### config.mk
export PLATFORM = sky130hd
export DESIGN_NAME = operand_fwd_stage_flat
export DESIGN_NICKNAME = d
export VERILOG_FILES = /design/src/rtl/operand_fwd_stage_if.sv /design/src/rtl/operand_fwd_stage.sv /design/src/flat_wrapper.sv
export SDC_FILE = /design/constraint.sdc
export NUM_CORES = 1
export LEC_CHECK = 0
export BUFFER_PORTS_ARGS = -buffer_cell sky130_fd_sc_hd__buf_2
export CAP_MARGIN = 20
export CORE_AREA = 2 2 120 122
export DETAILED_ROUTE_END_ITERATION = 8
export DIE_AREA = 0 0 122 124
export GPL_TIMING_DRIVEN = 0
export HOLD_SLACK_MARGIN = 0.06
export PLACE_DENSITY = 0.77
export SLEW_MARGIN = 20
export SYNTH_ARGS = -nofsm -noshare
export SYNTH_HDL_FRONTEND = slang
export SYNTH_SLANG_ARGS = --single-unit
### constraint.sdc
create_clock -name clk -period 5.16 [get_ports clk]
set_clock_uncertainty 0.05 [all_clocks]
set_input_delay 1.548 -clock clk [delete_from_list [all_inputs] [get_ports clk]]
set_output_delay 1.548 -clock clk [all_outputs]
set_load 0.05 [all_outputs]
### src/rtl/operand_fwd_stage_if.sv
// Decode-to-execute operand bus: D-side operands, forwarding sources and the registered E-side pair.
interface operand_fwd_stage_if #(
  parameter int unsigned WIDTH = 32,
  parameter int unsigned NFWD  = 3,
  parameter int unsigned AW    = 5,
  parameter int unsigned CNTW  = 16
);
  logic                  flush;
  logic                  in_valid;
  logic                  in_ready;
  logic [AW-1:0]         rs_addr;
  logic [AW-1:0]         rt_addr;
  logic [WIDTH-1:0]      rs_data;
  logic [WIDTH-1:0]      rt_data;
  logic [WIDTH-1:0]      imm;
  logic                  bsel_imm;
  logic [NFWD-1:0]       fwd_valid;
  logic [NFWD-1:0]       fwd_rdy;
  logic [NFWD*AW-1:0]    fwd_addr;
  logic [NFWD*WIDTH-1:0] fwd_data;
  logic                  out_valid;
  logic                  out_ready;
  logic [WIDTH-1:0]      op_a;
  logic [WIDTH-1:0]      op_b;
  logic [CNTW-1:0]       stall_cnt;

  modport master (
    output flush, in_valid, rs_addr, rt_addr, rs_data, rt_data, imm, bsel_imm,
           fwd_valid, fwd_rdy, fwd_addr, fwd_data, out_ready,
    input  in_ready, out_valid, op_a, op_b, stall_cnt
  );

  modport slave (
    input  flush, in_valid, rs_addr, rt_addr, rs_data, rt_data, imm, bsel_imm,
           fwd_valid, fwd_rdy, fwd_addr, fwd_data, out_ready,
    output in_ready, out_valid, op_a, op_b, stall_cnt
  );
endinterface

### src/rtl/operand_fwd_stage.sv
// D-to-E operand stage: priority forwarding, load-use interlock and a one-entry
// valid/ready operand register with flush and a saturating interlock counter.
module operand_fwd_stage #(
  parameter int unsigned WIDTH = 32,
  parameter int unsigned NFWD  = 3,
  parameter int unsigned AW    = 5,
  parameter int unsigned CNTW  = 16
) (
  input logic                clk,
  input logic                reset_n,
  operand_fwd_stage_if.slave bus
);

  typedef enum logic {EMPTY = 1'b0, FULL = 1'b1} state_t;

  state_t           state_q, state_d;
  logic             hit_a, hit_b, rdy_a, rdy_b;
  logic [WIDTH-1:0] fwd_a, fwd_b;
  logic [WIDTH-1:0] sel_a, sel_b;
  logic             rs_nz, rt_nz;
  logic             haz_a, haz_b, hazard;
  logic             in_ready_c, load;
  logic [WIDTH-1:0] op_a_q, op_b_q;
  logic [CNTW-1:0]  stall_q;

  // Walk sources oldest-first so the youngest (lowest index) match wins.
  always_comb begin
    hit_a = 1'b0;
    rdy_a = 1'b0;
    fwd_a = '0;
    hit_b = 1'b0;
    rdy_b = 1'b0;
    fwd_b = '0;
    for (int i = int'(NFWD) - 1; i >= 0; i--) begin
      if (bus.fwd_valid[i] && (bus.fwd_addr[i*AW +: AW] == bus.rs_addr)) begin
        hit_a = 1'b1;
        rdy_a = bus.fwd_rdy[i];
        fwd_a = bus.fwd_data[i*WIDTH +: WIDTH];
      end
      if (bus.fwd_valid[i] && (bus.fwd_addr[i*AW +: AW] == bus.rt_addr)) begin
        hit_b = 1'b1;
        rdy_b = bus.fwd_rdy[i];
        fwd_b = bus.fwd_data[i*WIDTH +: WIDTH];
      end
    end
  end

  assign rs_nz = |bus.rs_addr;
  assign rt_nz = |bus.rt_addr;

  // Register 0 reads as zero and is never forwarded or interlocked.
  always_comb begin
    sel_a = '0;
    sel_b = '0;
    if (rs_nz) sel_a = hit_a ? fwd_a : bus.rs_data;
    if (bus.bsel_imm)  sel_b = bus.imm;
    else if (rt_nz)    sel_b = hit_b ? fwd_b : bus.rt_data;
  end

  assign haz_a  = rs_nz && hit_a && !rdy_a;
  assign haz_b  = !bus.bsel_imm && rt_nz && hit_b && !rdy_b;
  assign hazard = haz_a || haz_b;

  assign in_ready_c   = !bus.flush && !hazard && ((state_q == EMPTY) || bus.out_ready);
  assign load         = bus.in_valid && in_ready_c;
  assign bus.in_ready = in_ready_c;

  always_ff @(posedge clk or negedge reset_n) begin
    if (!reset_n) state_q <= EMPTY;
    else          state_q <= state_d;
  end

  // Flush beats load, load beats plain consume.
  always_comb begin
    state_d = state_q;
    if (bus.flush)                              state_d = EMPTY;
    else if (load)                              state_d = FULL;
    else if ((state_q == FULL) && bus.out_ready) state_d = EMPTY;
  end

  always_ff @(posedge clk or negedge reset_n) begin
    if (!reset_n) begin
      op_a_q <= '0;
      op_b_q <= '0;
    end else if (load) begin
      op_a_q <= sel_a;
      op_b_q <= sel_b;
    end
  end

  always_ff @(posedge clk or negedge reset_n) begin
    if (!reset_n) begin
      stall_q <= '0;
    end else if (bus.in_valid && hazard && !bus.flush && (stall_q != '1)) begin
      stall_q <= stall_q + CNTW'(1);
    end
  end

  assign bus.out_valid = (state_q == FULL);
  assign bus.op_a      = op_a_q;
  assign bus.op_b      = op_b_q;
  assign bus.stall_cnt = stall_q;

endmodule

### src/flat_wrapper.sv
// flat-port wrapper written by rule: the top's interface ports become plain ports
module operand_fwd_stage_flat 
#(
  parameter int unsigned WIDTH = 32,
  parameter int unsigned NFWD  = 3,
  parameter int unsigned AW    = 5,
  parameter int unsigned CNTW  = 16
)
  (clk, reset_n, bus_flush, bus_in_valid, bus_rs_addr, bus_rt_addr, bus_rs_data, bus_rt_data, bus_imm, bus_bsel_imm, bus_fwd_valid, bus_fwd_rdy, bus_fwd_addr, bus_fwd_data, bus_out_ready, bus_in_ready, bus_out_valid, bus_op_a, bus_op_b, bus_stall_cnt);
  operand_fwd_stage_if #(.WIDTH(WIDTH), .NFWD(NFWD), .AW(AW), .CNTW(CNTW)) bus_i ();
  input logic clk;
  input logic reset_n;
  input wire logic [$bits(bus_i.flush)-1:0] bus_flush;
  input wire logic [$bits(bus_i.in_valid)-1:0] bus_in_valid;
  input wire logic [$bits(bus_i.rs_addr)-1:0] bus_rs_addr;
  input wire logic [$bits(bus_i.rt_addr)-1:0] bus_rt_addr;
  input wire logic [$bits(bus_i.rs_data)-1:0] bus_rs_data;
  input wire logic [$bits(bus_i.rt_data)-1:0] bus_rt_data;
  input wire logic [$bits(bus_i.imm)-1:0] bus_imm;
  input wire logic [$bits(bus_i.bsel_imm)-1:0] bus_bsel_imm;
  input wire logic [$bits(bus_i.fwd_valid)-1:0] bus_fwd_valid;
  input wire logic [$bits(bus_i.fwd_rdy)-1:0] bus_fwd_rdy;
  input wire logic [$bits(bus_i.fwd_addr)-1:0] bus_fwd_addr;
  input wire logic [$bits(bus_i.fwd_data)-1:0] bus_fwd_data;
  input wire logic [$bits(bus_i.out_ready)-1:0] bus_out_ready;
  output wire logic [$bits(bus_i.in_ready)-1:0] bus_in_ready;
  output wire logic [$bits(bus_i.out_valid)-1:0] bus_out_valid;
  output wire logic [$bits(bus_i.op_a)-1:0] bus_op_a;
  output wire logic [$bits(bus_i.op_b)-1:0] bus_op_b;
  output wire logic [$bits(bus_i.stall_cnt)-1:0] bus_stall_cnt;
  assign bus_i.flush = bus_flush;
  assign bus_i.in_valid = bus_in_valid;
  assign bus_i.rs_addr = bus_rs_addr;
  assign bus_i.rt_addr = bus_rt_addr;
  assign bus_i.rs_data = bus_rs_data;
  assign bus_i.rt_data = bus_rt_data;
  assign bus_i.imm = bus_imm;
  assign bus_i.bsel_imm = bus_bsel_imm;
  assign bus_i.fwd_valid = bus_fwd_valid;
  assign bus_i.fwd_rdy = bus_fwd_rdy;
  assign bus_i.fwd_addr = bus_fwd_addr;
  assign bus_i.fwd_data = bus_fwd_data;
  assign bus_i.out_ready = bus_out_ready;
  assign bus_in_ready = bus_i.in_ready;
  assign bus_out_valid = bus_i.out_valid;
  assign bus_op_a = bus_i.op_a;
  assign bus_op_b = bus_i.op_b;
  assign bus_stall_cnt = bus_i.stall_cnt;
  operand_fwd_stage #(.WIDTH(WIDTH), .NFWD(NFWD), .AW(AW), .CNTW(CNTW)) u_core (.clk(clk), .reset_n(reset_n), .bus(bus_i));
endmodule
==> reports/metrics.yaml, run 1 <==
power:
  swShare_pct: 43.8
  power_density_nw_per_um2: 320
  peakVddDrop_uv: 228
  finalPower_uw: 2620
  p_clk_share_pct: 24.7
  p_leak_uw: 0.00378
  pwr-share-seq_pct: 32.0
  pwr-share-comb_pct: 43.3
  p_switching_uw: 1150
  p_int_uw: 1470
sta:
  drv_slew: 0
  max_freq_mhz: 196
  finalSetupViolCount: 0
  fin_crit_ps: 5090
  slew_headroom_pct: 51.8
  hold_viol: 0
  worstMarginPinSlew_ps: 717
  min_period_over_period_pct: 98.7
critical_path:
  cp_max_fo: 10
  criticalPathCategory: "in2out"
  worstPathArrival_ps: 3500
  worst_setup_path_start_kind: "input pin"
  end_kind: "primary output"
  required_ps: 3560
global_routing:
  use_met3_pct: 9.16
  top_usage_layer: "met2"
  grt_usage_pct: 33.9
  grtUsageMet2_pct: 51.8
  grt_use_met1_pct: 45.9
  grt_max_degree: 45
  grt_pass1_vias: 6884
  overflow: 0
  grt_antenna_before_repair: 3
  grt_pass1_wl_mm: 38.8
cts:
  clkLatencyLatePin_ps: 350
  root_buffer: "clkbuf_16"
  cts.sink_count: 81
  cts_tree: "yes"
  cts_buffers: 9
  cts_buffer_depth: 2
  clkSlewWorstSetupHoldPaths_ps: 70
  htreeDepth: 3
synthesis:
  synth_flop_cell: "dfrtp_1"
  synth-seq-cells: 81
  synthTopCellsByArea: "dfrtp_1 34%, mux2_4 10%, nand3_1 5.5%"
  syn_area_per_cell_sq_um: 8.70
  yosys.area.top_type: "dfrtp_1"
  synth_edf_count: 0
  ys_seq_area_share_pct: 33.6
  netlist_instances: 693
  synth.top_cell.area_share_pct: 33.6
  ys_warn_count: 0
  synth_nets: 923
  ys_types: 47
  netlist_area_sq_um: 6030
  synthArstFlopShare_pct: 100
floorplanning:
  initial_core_util_pct: 43.9
  dieArea_sq_um: 15100
  die_x_um: 122
  ios: 311
  fp.dieH_um: 124
  rows: 43
  core_area_sq_um: 13700
finish:
  final_cell_mix: "306 x buf_2, 81 x dfrtp_1, 78 x nand2_1"
  area_growth_pct: 35.8
  multi_input_area_sq_um: 3760
  drive_gt1_share_pct: 38.2
  fin_util_pct: 59.7
  final_nets: 1244
  fill_cells: 1283
  layout_commonest_cell: "buf_2"
  regArea_sq_um: 2030
outcome:
  status: "completed"
placement:
  place_congestion: 0.957
  dp_hpwl_mm: 20.6
  io_buffers: 307
route:
  routed_via_density: 6.14
  drc: 0
  drt_iter0_drc: 852
  finalWirelength_mm: 26.4
  drtPass1Iterations: 6
  wl_per_cell_um: 21.9
  via_count: 7384
  ant_nets: 0
flow_run:
  drv_cap: 0
min_path:
  hold_class: "reg2reg"
==> timing repair <==
action | 4_1_cts | 5_1_grt
gates cloned | 0 | 0
pin swaps | 0 | 2
hold buffers | 0 | 0
setup endpoints to repair | 1 | 1
buffers inserted | 0 | 2
resized for setup | 6 | 7
==> worst paths after layout <==
kind	from	end	slack, ps	cells after the start
max reg2reg	u_core.bus.stall_cnt[0]	u_core.bus.stall_cnt[13]	2980	8
min	u_core.bus.op_a[9]	u_core.bus.op_a[9]	440	1
min in group asynchronous	reset_n	u_core.bus.op_a[4]	1110	1
min reg2reg	u_core.bus.op_a[9]	u_core.bus.op_a[9]	440	1
max	bus_rs_addr[1]	bus_in_ready	70	8
max in group asynchronous	reset_n	u_core.bus.op_a[14]	3320	2
==> cells by family (layout without fill, tap and decap cells) <==
kind of cell | count (synthesis) | count (layout) | synth area share, %
simple gates | 233 | 233 | 17.6
compound gates | 219 | 219 | 25.7
flops | 81 | 81 | 33.6
buf+inv | 67 | 393 | 4.88
mux | 50 | 50 | 11.8
xor+xnor | 42 | 42 | 6.10
fa+ha+maj | 1 | 1 | 0.208
other cells | 0 | 4 | 0
==> final cells by class <==
type / count / share of cell area, %
repair buffers: 310 / 19.3
inverters: 1 / 0.0458
plain buffers: 66 / 3.59
well taps: 180 / 2.75
multi-input cells: 545 / 45.9
clock inverters: 6 / 0.596
flip-flops and latches: 81 / 24.8
clock buffers: 10 / 2.92
diodes: 4 / 0.122
==> routing by layer <==
metal	up-vias	share of wire [%]
met5	-	0
met4	0	3.6
met3	90	12
met2	535	44
met1	3498	40
li1	3261	-
==> sequential cells by signal, summed over array words and instances, names as in the netlist <==
| name | count |
|---|---|
| u_core.bus.op_a | 32 |
| u_core.bus.op_b | 32 |
| u_core.bus.stall_cnt | 16 |
| u_core.bus.out_valid | 1 |
==> critical path, cell delays in order <==
cell and delay (ps):
buf_2 140, or4_1 550, nor2_2 290, a41o_1 200, o22ai_4 130, buf_4 210, nor3_2 170, clkbuf_4 260
==> Yosys cell counts, types with 2 or more instances <==
master,instances
dfrtp_1,81
nand2b_1,5
clkbuf_1,53
mux2_2,3
a31oi_1,43
xor2_1,22
mux2_1,7
and3_1,6
a211oi_1,4
or3_1,2
mux2_4,40
a221o_1,31
nand2_1,78
o22ai_1,18
nand3_1,66
nand4_1,4
o22a_1,17
nor3_1,10
buf_6,5
buf_1,6
o21ai_0,42
o31ai_1,17
a21oi_1,15
and2_1,3
o221ai_1,17
o21ai_1,8
nor2_1,49
xnor2_1,20
nor2b_1,3
==> stage by stage <==
stage	setup WS [ps]	area [sq um]	instances	hold slack (ps)	TNS (ps)
final	65.4	8190	1203	444	0
after global routing	-1.02	8190	1202	464	-1.02
after CTS	12.0	8140	1197	445	0
after detailed placement	-338	7830	1181	430	-338
after global placement	-356	7790	1180	419	-356
after floorplan	124	6030	693	726	0
==> power groups by stage <==
stage	Clock, uW	Combinational (uW)	Sequential (uW)
finish	646	1130	839
global route	678	1190	850
CTS	645	1120	836
detailed placement	0	1120	846
global placement	0	1100	839
floorplan	0	322	1280
Power figures use the tool's default switching activity.
==> inputs of run 2 (changes only) <==
- MAX_ROUTING_LAYER: unset -> met4
==> run 2 against run 1 <==
Effect of this change:
- hold slack gained 3.3 ps
- via count shrank 1.3%
- cell area grew 0.40%
- critical endpoint unchanged
==> reports/metrics.yaml, run 2 (same netlist as run 1, synthesis figures left out) <==
critical_path:
  worstPathArrival_ps: 3490  # about the same
  crit_slowest_cell: "a221oi_2"
  end_kind: "primary output"
  cp_max_fo: 10  # unchanged
  required_ps: 3560  # about the same
  crit_chain: "buf_2, xor2_1, nor3_2, a211oi_2, a221oi_2, o22ai_4, clkbuf_4, nor3_2, clkbuf_4"
  criticalPathCategory: "in2out"
  slowest_delay_ps: 340  # -210 ps
  path_buf_inv: 3  # unchanged
  cp_top_family: "compound AO/OA/AOI/OAI gates"
  worst_setup_path_start_kind: "input pin"
floorplanning:
  fp.dieH_um: 124  # unchanged
  die_x_um: 122  # unchanged
  ios: 311  # unchanged
  dieArea_sq_um: 15100  # unchanged
  core_area_sq_um: 13700  # unchanged
  rows: 43  # unchanged
  initial_core_util_pct: 43.9  # unchanged
finish:
  layout_commonest_cell: "buf_2"
  area_growth_pct: 36.4
  fin_util_pct: 59.9  # +0.24 points
  drive_gt1_share_pct: 38.5  # +0.29 points
  fill_cells: 1250  # -2.6%
  multi_input_area_sq_um: 3770  # +0.30%
  final_cell_mix: "306 x buf_2, 81 x dfrtp_1, 78 x nand2_1"
  final_nets: 1244  # unchanged
  regArea_sq_um: 2030  # unchanged
flow_run:
  drv_cap: 0  # unchanged
global_routing:
  grt_max_degree: 45  # unchanged
  overflow: 0  # unchanged
  grt_pass1_wl_mm: 38.1  # -1.8%
  grt_usage_pct: 34.4  # +0.58 points
  grt_pass1_vias: 6680  # -3.0%
  grt_antenna_before_repair: 3  # unchanged
cts:
  cts_buffers: 9  # unchanged
  htreeDepth: 3  # unchanged
  cts_tree: "yes"
  clkSlewWorstSetupHoldPaths_ps: 70  # about the same
  root_buffer: "clkbuf_16"
  clkLatencyLatePin_ps: 350  # about the same
  cts.sink_count: 81  # unchanged
  cts_buffer_depth: 2  # unchanged
route:
  wl_per_cell_um: 21.8  # -0.41%
  drtPass1Iterations: 6  # unchanged
  finalWirelength_mm: 26.2  # -0.50%
  ant_nets: 0  # unchanged
  routed_via_density: 6.06  # -1.3%
  via_count: 7285  # -1.3%
  drt_iter0_drc: 910  # +6.8%
  drc: 0  # unchanged
sta:
  fin_crit_ps: 5090  # -9.10 ps
  min_period_over_period_pct: 98.6  # -0.18 points
  max_freq_mhz: 197  # +0.18%
  drv_slew: 0  # unchanged
  setup_tns_ps: 0  # unchanged
  worstMarginPinSlew_ps: 831  # +114 ps
  finalSetupViolCount: 0  # unchanged
  hold_viol: 0  # unchanged
  slew_headroom_pct: 44.2  # -7.7 points
power:
  finalPower_uw: 2640  # +0.96%
  peakVddDrop_uv: 244  # +6.9%
  p_leak_uw: 0.00379  # +0.34%
  power_density_nw_per_um2: 322  # +0.56%
placement:
  io_buffers: 307  # unchanged
  place_congestion: 0.975  # +1.8%
  dp_hpwl_mm: 20.4  # -1.3%
min_path:
  hold_class: "reg2reg"
outcome:
  status: "completed"
run 2: cell type report:
class	instances	share of cell area (%)
diodes	3	0.0913
plain buffers	65	3.53
clock buffers	9	2.74
clock inverters	7	1.00
inverters	1	0.0457
multi-input cells	545	45.8
flip-flops and latches	81	24.7
well taps	180	2.74
repair buffers	311	19.4
run 2: layer usage:
metal  part of all wire (%)  global-route usage (%)  vias up
li1                       -                       -     3261
met1                     42                    45.9     3437
met2                     45                    52.2      515
met3                     10                    6.96       72
met4                    3.1                    12.4        0
met5                      0                       -        -
run 2: final timing paths:
path / start / end / slack [ps] / cells after the start
min: u_core.bus.stall_cnt[10] / u_core.bus.stall_cnt[10] / 450 / 1
min reg2reg: u_core.bus.stall_cnt[10] / u_core.bus.stall_cnt[10] / 450 / 1
max reg2reg: u_core.bus.stall_cnt[0] / u_core.bus.stall_cnt[2] / 2950 / 8
min in group asynchronous: reset_n / u_core.bus.op_a[0] / 1120 / 1
max in group asynchronous: reset_n / u_core.bus.op_b[23] / 3310 / 2
max: bus_rt_addr[4] / bus_in_ready / 70 / 9
run 2: where the power goes:
part           total, uW  switching (uW)  internal, uW
clock                676             292           384
sequential           835            75.2           760
combinational       1130             766           366
run 2: repair_timing:
item / CTS / global route
buffers inserted: 0 / 3
resized for setup: 5 / 9
endpoints found under the setup margin: 1 / 1
cloned: 0 / 0
pin swaps: 0 / 2
hold buffers: 0 / 0
run 2: per-stage QoR:
stage / hold slack [ps] / setup WS, ps / instances / instance area, sq um
finish: 447 / 74.5 / 1202 / 8220
CTS: 447 / 23.8 / 1197 / 8150
floorplan: 726 / 124 / 693 / 6030
global placement: 420 / -373 / 1180 / 7790
global route: 463 / -11.2 / 1202 / 8220
detailed placement: 433 / -333 / 1181 / 7830
==> inputs of run 3 (changes only) <==
- BUFFER_PORTS_ARGS: -buffer_cell sky130_fd_sc_hd__buf_2 -> unset
- CTS_CLUSTER_DIAMETER: unset -> 60
- DONT_BUFFER_PORTS: unset -> 1
- PLACE_DENSITY: 0.77 -> 0.57
- SLEW_MARGIN: 20 -> unset
==> run 3 against run 2 <==
Effect of this change:
- total power down 13%
- cell area down 20%
- first-iteration DRC count down 39%
- critical path depth down 3
- sequential share of layout area up 6.3 points
- register-to-register slack worse by 240 ps
- global-route usage down 3.0 points
- wire length down 8.7%
- via count down 18%
- combinational power down 65%
- highest routed layer unchanged
- flip-flop and latch count unchanged
- die area unchanged
==> reports/metrics.yaml, run 3 (same netlist as run 1, synthesis figures left out) <==
outcome:
  status: "completed"
finish:
  fin_util_pct: 47.7  # -12 points
  area_growth_pct: 8.53
  antenna_cells: 0  # -3
  drive_gt1_share_pct: 10.2  # -28 points
  layout_commonest_cell: "dfrtp_1"
  final_nets: 933  # -25%
  final_cell_area_sq_um: 6540  # -20%
  final_cell_mix: "81 x dfrtp_1, 78 x nand2_1, 66 x nand3_1"
cts:
  cts.sink_count: 81  # unchanged
  cts_tree: "yes"
  cts_buffer_depth: 2  # unchanged
  clkLatencyLatePin_ps: 340  # about the same
  clkSlewWorstSetupHoldPaths_ps: 60  # about the same
  postCtsHoldBufs: 0  # unchanged
  root_buffer: "clkbuf_16"
  htreeDepth: 3  # unchanged
  cts_buffers: 9  # unchanged
route:
  drtPass1Iterations: 5  # -1
  drc: 0  # unchanged
  finalWirelength_mm: 24.0  # -8.7%
  routed_via_density: 6.71  # +11%
  ant_nets: 0  # unchanged
  via_count: 5957  # -18%
  wl_per_cell_um: 27.0  # +24%
  drt_iter0_drc: 555  # -39%
global_routing:
  grt_antenna_before_repair: 0  # -3
  overflow: 0  # unchanged
  grt_usage_pct: 31.4  # -3.0 points
  grt_pass1_vias: 5847  # -12%
  grt_pass1_wl_mm: 34.8  # -8.7%
  grt_max_degree: 82  # +82%
critical_path:
  crit_slowest_cell: "nor3_4"
  path_buf_inv: 1  # -2
  end_kind: "primary output"
  worstPathArrival_ps: 3350  # -140 ps
  cp.depth: 6  # -3
  crit_chain: "buf_2, nor3b_2, a211oi_2, a221oi_2, o22ai_4, nor3_4"
  cp_max_fo: 17  # +7
  slowest_delay_ps: 530  # +190 ps
  cp_top_family: "simple AND/OR/NAND/NOR gates"
  worst_setup_path_start_kind: "input pin"
  criticalPathCategory: "in2out"
  reg2reg_depth: 8  # unchanged
  required_ps: 3560  # about the same
floorplanning:
  core_area_sq_um: 13700  # unchanged
  fp.dieH_um: 124  # unchanged
  rows: 43  # unchanged
  dieArea_sq_um: 15100  # unchanged
  initial_core_util_pct: 43.9  # unchanged
  die_x_um: 122  # unchanged
  ios: 311  # unchanged
power:
  power_density_nw_per_um2: 350  # +8.7%
  p_leak_uw: 0.00248  # -35%
  peakVddDrop_uv: 168  # -31%
sta:
  setup_ws_ps: 216  # +141 ps
  drv_slew: 0  # unchanged
  fin_crit_ps: 4940  # -141 ps
  hold_viol: 0  # unchanged
  rsz0062_at_grt: "false"
  max_freq_mhz: 202  # +2.9%
  hold_ws_ps: 776  # +329 ps
  slew_headroom_pct: 51.5  # +7.3 points
  min_period_over_period_pct: 95.8  # -2.7 points
  finalSetupViolCount: 0  # unchanged
  worstMarginPinSlew_ps: 722  # -109 ps
  setup_tns_ps: 0  # unchanged
placement:
  dp_hpwl_mm: 19.0  # -6.5%
  place_congestion: 0.940  # -3.5%
  io_buffers: 0  # -100%
  pre_cts_slack_ps: -392  # -58.9 ps
  place_area_sq_um: 6260  # -20%
min_path:
  hold_class: "reg2reg"
  holdPathStages: 2  # +1
flow_run:
  drv_cap: 0  # unchanged
-- run 3: cell types whose count changed in the layout (fill, tap and decap cells not counted), sizes merged --
cell,previous run,this run
buf,323,13
clkinv,0,4
inv,5,1
diode,3,0
clkbuf,62,64
clkinvlp,2,0
bufinv,1,0
-- run 3: final timing paths --
check                                          endpoint  slack (ps)               startpoint
max in group asynchronous           u_core.bus.op_a[27]        4070                  reset_n
worst min register to register      u_core.bus.op_a[14]         780      u_core.bus.op_a[14]
min in group asynchronous           u_core.bus.op_b[31]         840                  reset_n
worst min-delay path                u_core.bus.op_a[14]         780      u_core.bus.op_a[14]
worst max-delay path                       bus_in_ready         220         bus_fwd_valid[1]
worst max register to register  u_core.bus.stall_cnt[9]        2710  u_core.bus.stall_cnt[0]
-- run 3: routing by layer --
metal / up-vias / GRT usage [%] / share of wire (%)
met3: 48 / 12.6 / 12
met1: 2887 / 38.7 / 39
met4: 0 / 9.63 / 2.5
met2: 385 / 47.5 / 46
li1: 2637 / - / -
met5: - / - / 0
-- run 3: power breakdown --
group          switching [uW]  internal (uW)  total (uW)
registers                 564            751        1310
clock network             258            323         582
logic                     173            218         391
total                     995           1290        2290
-- run 3: metrics by stage --
stage               instances  power (uW)
global placement          873        1700
finish                    888        2290
floorplan                 693        1600
global route              888        2380
detailed placement        873        1710
CTS                       889        2290
-- run 3: timing repair --
action | CTS | global route
pin swaps | 0 | 1
endpoints found under the setup margin | 1 | 1
setup buffers | 0 | 0
resized for setup | 4 | 3
-- run 3: worst register-to-register path, cell delays in order, from the launching register on --
cell and delay (ps):
dfrtp_1 590, ha_1 330, and3_1 210, nand2_1 150, nor3_1 80, nor2_1 200
buf_1 370, nand3_1 170, xnor2_1 170
-- run 3: area by class of cell --
cell class	count	area (sq um)
buffer	65	287
clock buffer	12	236
clock inverter	4	20.0
fill	1360	7180
inverter	1	3.75
multi-input combinational	545	3740
sequential	81	2030
tap	180	225
